## src/rtl/cum_thresh_finder_pkg.sv

```systemverilog
// Shared constants and FSM encoding for the cumulative-histogram threshold finder.
// The reset threshold sits mid-scale so the thresholder has a sane value before the first frame.
package cum_thresh_finder_pkg;

    localparam int BINS   = 256;
    localparam int CNT_W  = 20;
    localparam int ADDR_W = 8;
    localparam int FRAC_W = 8;

    localparam logic [ADDR_W-1:0] RESET_THRESH = 8'd128;

    typedef enum logic [2:0] {
        IDLE,
        CALC,
        ADDR,
        WAIT,
        CMP,
        DONE
    } state_t;

endpackage

```

## src/rtl/cum_thresh_finder.sv

```systemverilog
// Binary search over an external cumulative-histogram RAM for the smallest gray
// level whose cumulative count reaches a fraction of the frame's pixel total.
module cum_thresh_finder
    import cum_thresh_finder_pkg::*;
#(
    parameter int BINS  = cum_thresh_finder_pkg::BINS,
    parameter int CNT_W = cum_thresh_finder_pkg::CNT_W
) (
    input  logic              iClk,
    input  logic              iRst,
    input  logic              iStart,
    input  logic [CNT_W-1:0]  iTotal,
    input  logic [FRAC_W-1:0] iFraction,
    output logic [ADDR_W-1:0] oRdAddr,
    output logic              oRdEn,
    input  logic [CNT_W-1:0]  iRdData,
    output logic [ADDR_W-1:0] oThresh,
    output logic              oThreshValid,
    output logic              oBusy
);

    state_t state, state_nxt;

    logic [CNT_W-1:0]        total_q;
    logic [FRAC_W-1:0]       frac_q;
    logic [CNT_W-1:0]        target_q;
    logic [ADDR_W-1:0]       lo_q, hi_q, mid_q;
    logic [ADDR_W-1:0]       thresh_q;

    logic [CNT_W+FRAC_W-1:0] product;
    logic [CNT_W-1:0]        target_d;
    logic [ADDR_W-1:0]       mid;
    logic [ADDR_W-1:0]       lo_nxt, hi_nxt;
    logic                    hit;

    assign product  = {{FRAC_W{1'b0}}, total_q} * {{CNT_W{1'b0}}, frac_q};
    assign target_d = CNT_W'(product >> FRAC_W);

    // Written as lo + (hi-lo)/2 so the sum never needs a carry bit.
    assign mid    = lo_q + ((hi_q - lo_q) >> 1);
    assign hit    = (iRdData >= target_q);
    assign lo_nxt = hit ? lo_q  : mid_q + 1'b1;
    assign hi_nxt = hit ? mid_q : hi_q;

    always_ff @(posedge iClk) begin
        if (iRst) begin
            state <= IDLE;
        end else begin
            state <= state_nxt;
        end
    end

    always_comb begin
        state_nxt = state;
        oRdEn     = 1'b0;
        oRdAddr   = '0;
        case (state)
            IDLE: begin
                if (iStart) begin
                    state_nxt = CALC;
                end
            end
            CALC: begin
                state_nxt = ADDR;
            end
            ADDR: begin
                oRdEn     = 1'b1;
                oRdAddr   = mid;
                state_nxt = WAIT;
            end
            WAIT: begin
                oRdAddr   = mid_q;
                state_nxt = CMP;
            end
            CMP: begin
                oRdAddr   = mid_q;
                state_nxt = (lo_nxt == hi_nxt) ? DONE : ADDR;
            end
            DONE: begin
                state_nxt = IDLE;
            end
            default: begin
                state_nxt = IDLE;
            end
        endcase
    end

    // The result is loaded on the final compare so it is already visible in DONE.
    always_ff @(posedge iClk) begin
        if (iRst) begin
            total_q  <= '0;
            frac_q   <= '0;
            target_q <= '0;
            lo_q     <= '0;
            hi_q     <= '0;
            mid_q    <= '0;
            thresh_q <= RESET_THRESH;
        end else begin
            case (state)
                IDLE: begin
                    if (iStart) begin
                        total_q <= iTotal;
                        frac_q  <= iFraction;
                    end
                end
                CALC: begin
                    target_q <= target_d;
                    lo_q     <= '0;
                    hi_q     <= ADDR_W'(BINS - 1);
                end
                ADDR: begin
                    mid_q <= mid;
                end
                CMP: begin
                    lo_q <= lo_nxt;
                    hi_q <= hi_nxt;
                    if (lo_nxt == hi_nxt) begin
                        thresh_q <= lo_nxt;
                    end
                end
                default: begin
                end
            endcase
        end
    end

    assign oThresh      = thresh_q;
    assign oThreshValid = (state == DONE);
    assign oBusy        = (state != IDLE);

endmodule

```

## config.mk

```make
export PLATFORM = sky130hd
export DESIGN_NAME = cum_thresh_finder
export DESIGN_NICKNAME = d
export VERILOG_FILES = /design/src/rtl/cum_thresh_finder_pkg.sv /design/src/rtl/cum_thresh_finder.sv
export SDC_FILE = /design/constraint.sdc
export NUM_CORES = 1
export LEC_CHECK = 0
export ABC_AREA = 1
export ABC_CLOCK_PERIOD_IN_PS = 5990
export CAP_MARGIN = 20
export CORE_ASPECT_RATIO = 0.8
export CORE_MARGIN = 10
export CORE_UTILIZATION = 50
export DETAILED_ROUTE_END_ITERATION = 8
export PLACE_DENSITY = 0.7
export SLEW_MARGIN = 10
export SYNTH_ARGS = -nofsm -noshare
export SYNTH_HDL_FRONTEND = slang
export SYNTH_SLANG_ARGS = --single-unit
export TNS_END_PERCENT = 1
```

## constraint.sdc

```tcl
create_clock -name iClk -period 5.99 [get_ports iClk]
set_input_delay 1.797 -clock iClk [delete_from_list [all_inputs] [get_ports iClk]]
set_output_delay 1.797 -clock iClk [all_outputs]
set_load 0.05 [all_outputs]
```

==> out/metrics.yaml <==
power:
  power.density_mw_per_mm2: 201
  switchingPower_uw: 956
  max-vdd-ir-drop_mv: 0.128
  share_seq_of_total_power_pct: 30.5
  power.share.clock_pct: 28.8
  switching_share_pct: 41.8
  internal_cell_power_mw: 1.33
  power_leakage_nw: 6.45
  power.share.combinational_pct: 40.7
global_route:
  grt_overflow_total: 0
  grt_start_max_net_pins: 57
  first_pass_grt_wire_length_um: 44200
  grt_antenna_before_repair: 0
  number_of_global_route_vias_before_repair: 8995
  gr-usage-all-layers_pct: 19.7
timing:
  period_minus_slack_ns: 5.53
  final_cycle_utilization_of_the_critical_path_pct: 92.3
  endpoints_failing_setup: 0
  timing.clock.skew_ns: 0.0120
  setup_repair_after_global_routing_missed_its_margin: "no"
  finalMaxSlewViolations: 0
  finalHoldViolations: 0
  timing.setup.tns_ns: 0
  max_clock_freq_mhz: 181
  finalHoldWorstSlack_ns: 0.472
  max_slew.worst_pin.slew_ns: 0.946
  max_slew_margin_pct: 36.8
finish:
  antenna-diode-count: 0
  final_nets: 1766
  final_common_cell: "inv_1"
  number_of_non_filler_instances_in_the_completed_layout: 1796
  layout.filler_cells: 1903
  final_design_area_no_fill_mm2: 0.0114
  area_growth_pct: 11.2
  most-common-layout-cells: "401 x inv_1, 379 x nand2_1, 109 x fa_1"
  layout-drive-gt1-share_pct: 3.00
  final_core_util_pct: 57.0
place:
  placed_cell_area_mm2: 0.0110
  gp_congestion: 0.944
  place_inst: 1779
  numPortBuffers: 69
  dp_hpwl_um: 19000
setup_path:
  worstPathMaxFanout: 4
  worstSetupEndpointType: "output pin"
  worstPathArrival_ns: 3.73
  timing.setup.critical_path_class: "reg2out"
  critical_path_rt_ns: 4.19
  crit_chain: "inv_1, ha_1, nand2_1, o21ai_0, a21oi_1, o21ai_0, xnor2_1, inv_1, ha_1, inv_1, nor2_1, nor2_1, o21ai_0, o21ai_0, clkdlybuf4s50_1"
  cp_slowest_cell: "clkdlybuf4s50_1"
  worst_path_largest_cell_delay_ns: 0.82
  timing.critical_path.from_type: "register"
  critPathMostFrequentCell: "o21ai_0"
  critPathBufInv: 4
  crit_family: "buffers and inverters"
route:
  avgViaCountPerCell: 5.00
  drcViolationCount: 0
  vias: 8986
  drtIter0Drc: 791
  post_drt_wl_per_cell_um: 14.0
  route.final.wire_length_um: 25100
  route.antenna.remaining_nets: 0
  drt_first_pass_iters: 5
synthesis:
  synth-edff-count: 0
  synth-seq-area-share_pct: 16.2
  synthCells: 1502
  synthFlopType: "dfxtp_1"
  postSynthRegisterBits: 83
  synth_fp_nets: 1741
  average_size_of_a_mapped_cell_um2: 6.82
  count_of_cell_types_in_the_netlist: 42
  synth.cell_area_mm2: 0.0102
  synthesis.yosys.warnings: 0
  asyncSetResetFlopFracSynth_pct: 0
floorplanning:
  floorplan.io_pins: 70
  die_area_mm2: 0.0266
  fp.dieH_um: 148
  start_util_pct: 51.3
  die_width_um: 180
  rows: 46
  floorplan.core_area_mm2: 0.0200
hold_path:
  min_path_type: "reg2reg"
clocking:
  ctsResizeCount: 0
  clk_pin_slew_ns: 0.07
  insertion_delay_ns: 0.37
  root_buffer_cell: "clkbuf_16"
  clock_tree_from_tritoncts: "built"
  clk_path_buf_depth: 2
  cts_hold_repair.buffers: 0
  tritoncts_num_sinks: 83
  h-tree-depth: 3
  numCtsBuffers: 9
  post_cts_buffers: 0
run:
  cap_viol_max_count: 0
outcome:
  outcome: "finished clean"
-- state kept, by name, summed over array words and instances (netlist names) --
name      cells
frac_q        8
target_q     20
oThresh       8
hi_q          8
state         3
total_q      20
lo_q          8
mid_q         8
-- per-layer routing --
metal	track usage, %	wire length (µm)
met1	27.4	12500
met2	30.9	10700
met3	3.68	1620
met4	4.38	301
met5	0	0
-- area by class of cell --
type | instances | area (µm²) | area share [%]
clock inverters | 7 | 105 | 0.923
well taps | 264 | 330 | 2.90
flip-flops and latches | 83 | 1660 | 14.6
inverters | 407 | 1530 | 13.4
clock buffers | 9 | 225 | 1.98
multi-input cells | 949 | 6770 | 59.5
repair buffers | 77 | 763 | 6.70
-- synth_stat cells, drive strengths merged, types with 4 or more instances --
cell	number	area, µm²
a21o	5	37.5
a21oi	108	552
buf	12	92.6
clkbuf	51	191
dfxtp	83	1660
fa	109	2180
ha	79	988
inv	405	1520
nand2	385	1470
nand3	40	213
nand3b	10	75.1
nand4	10	77.6
nor2	60	259
nor3	9	45.0
o211ai	4	30.0
o21a	5	37.5
o21ai	73	365
o21bai	5	37.5
o221ai	10	87.6
xnor2	9	78.8
xor2	17	149
-- worst min-delay path: stages (launching register included) --
cell and delay [ns]:
dfxtp_1 0.34, nand2_1 0.06, nand3_1 0.05
-- stage by stage --
stage	setup slack [ns]	total power, mW
2_1_floorplan	1.19	1.39
3_3_place_gp	0.541	1.61
3_5_place_dp	0.455	1.63
4_1_cts	0.0250	2.30
5_1_grt	0.0864	2.48
6_report	0.459	2.29
-- cells by family after synthesis --
kind of cell / after synthesis / synth area share (%)
AO/OA/AOI/OAI: 216 / 11.7
adder cells (fa/ha/maj): 188 / 31.0
buffers and inverters: 470 / 17.7
AND/OR/NAND/NOR: 519 / 21.2
flip-flops: 83 / 16.2
XOR/XNOR: 26 / 2.22
-- power by group through the flow --
stage	clock network [mW]	registers (mW)	logic (mW)
global route	0.688	0.708	1.09
floorplan	0	0.634	0.760
global placement	0	0.707	0.905
detailed placement	0	0.708	0.918
finish	0.659	0.697	0.930
CTS	0.673	0.696	0.927
-- path summary, 6_finish.rpt --
check / start / end / slack [ns] / cells past startpoint
worst max-delay path: lo_q[1] / oRdAddr[4] / 0.46 / 15
worst min-delay path: oThresh[7] / oThresh[7] / 0.47 / 2
worst max register to register: frac_q[3] / target_q[18] / 0.67 / 21
worst min register to register: oThresh[7] / oThresh[7] / 0.47 / 2
(Power assumes the default switching activity.)
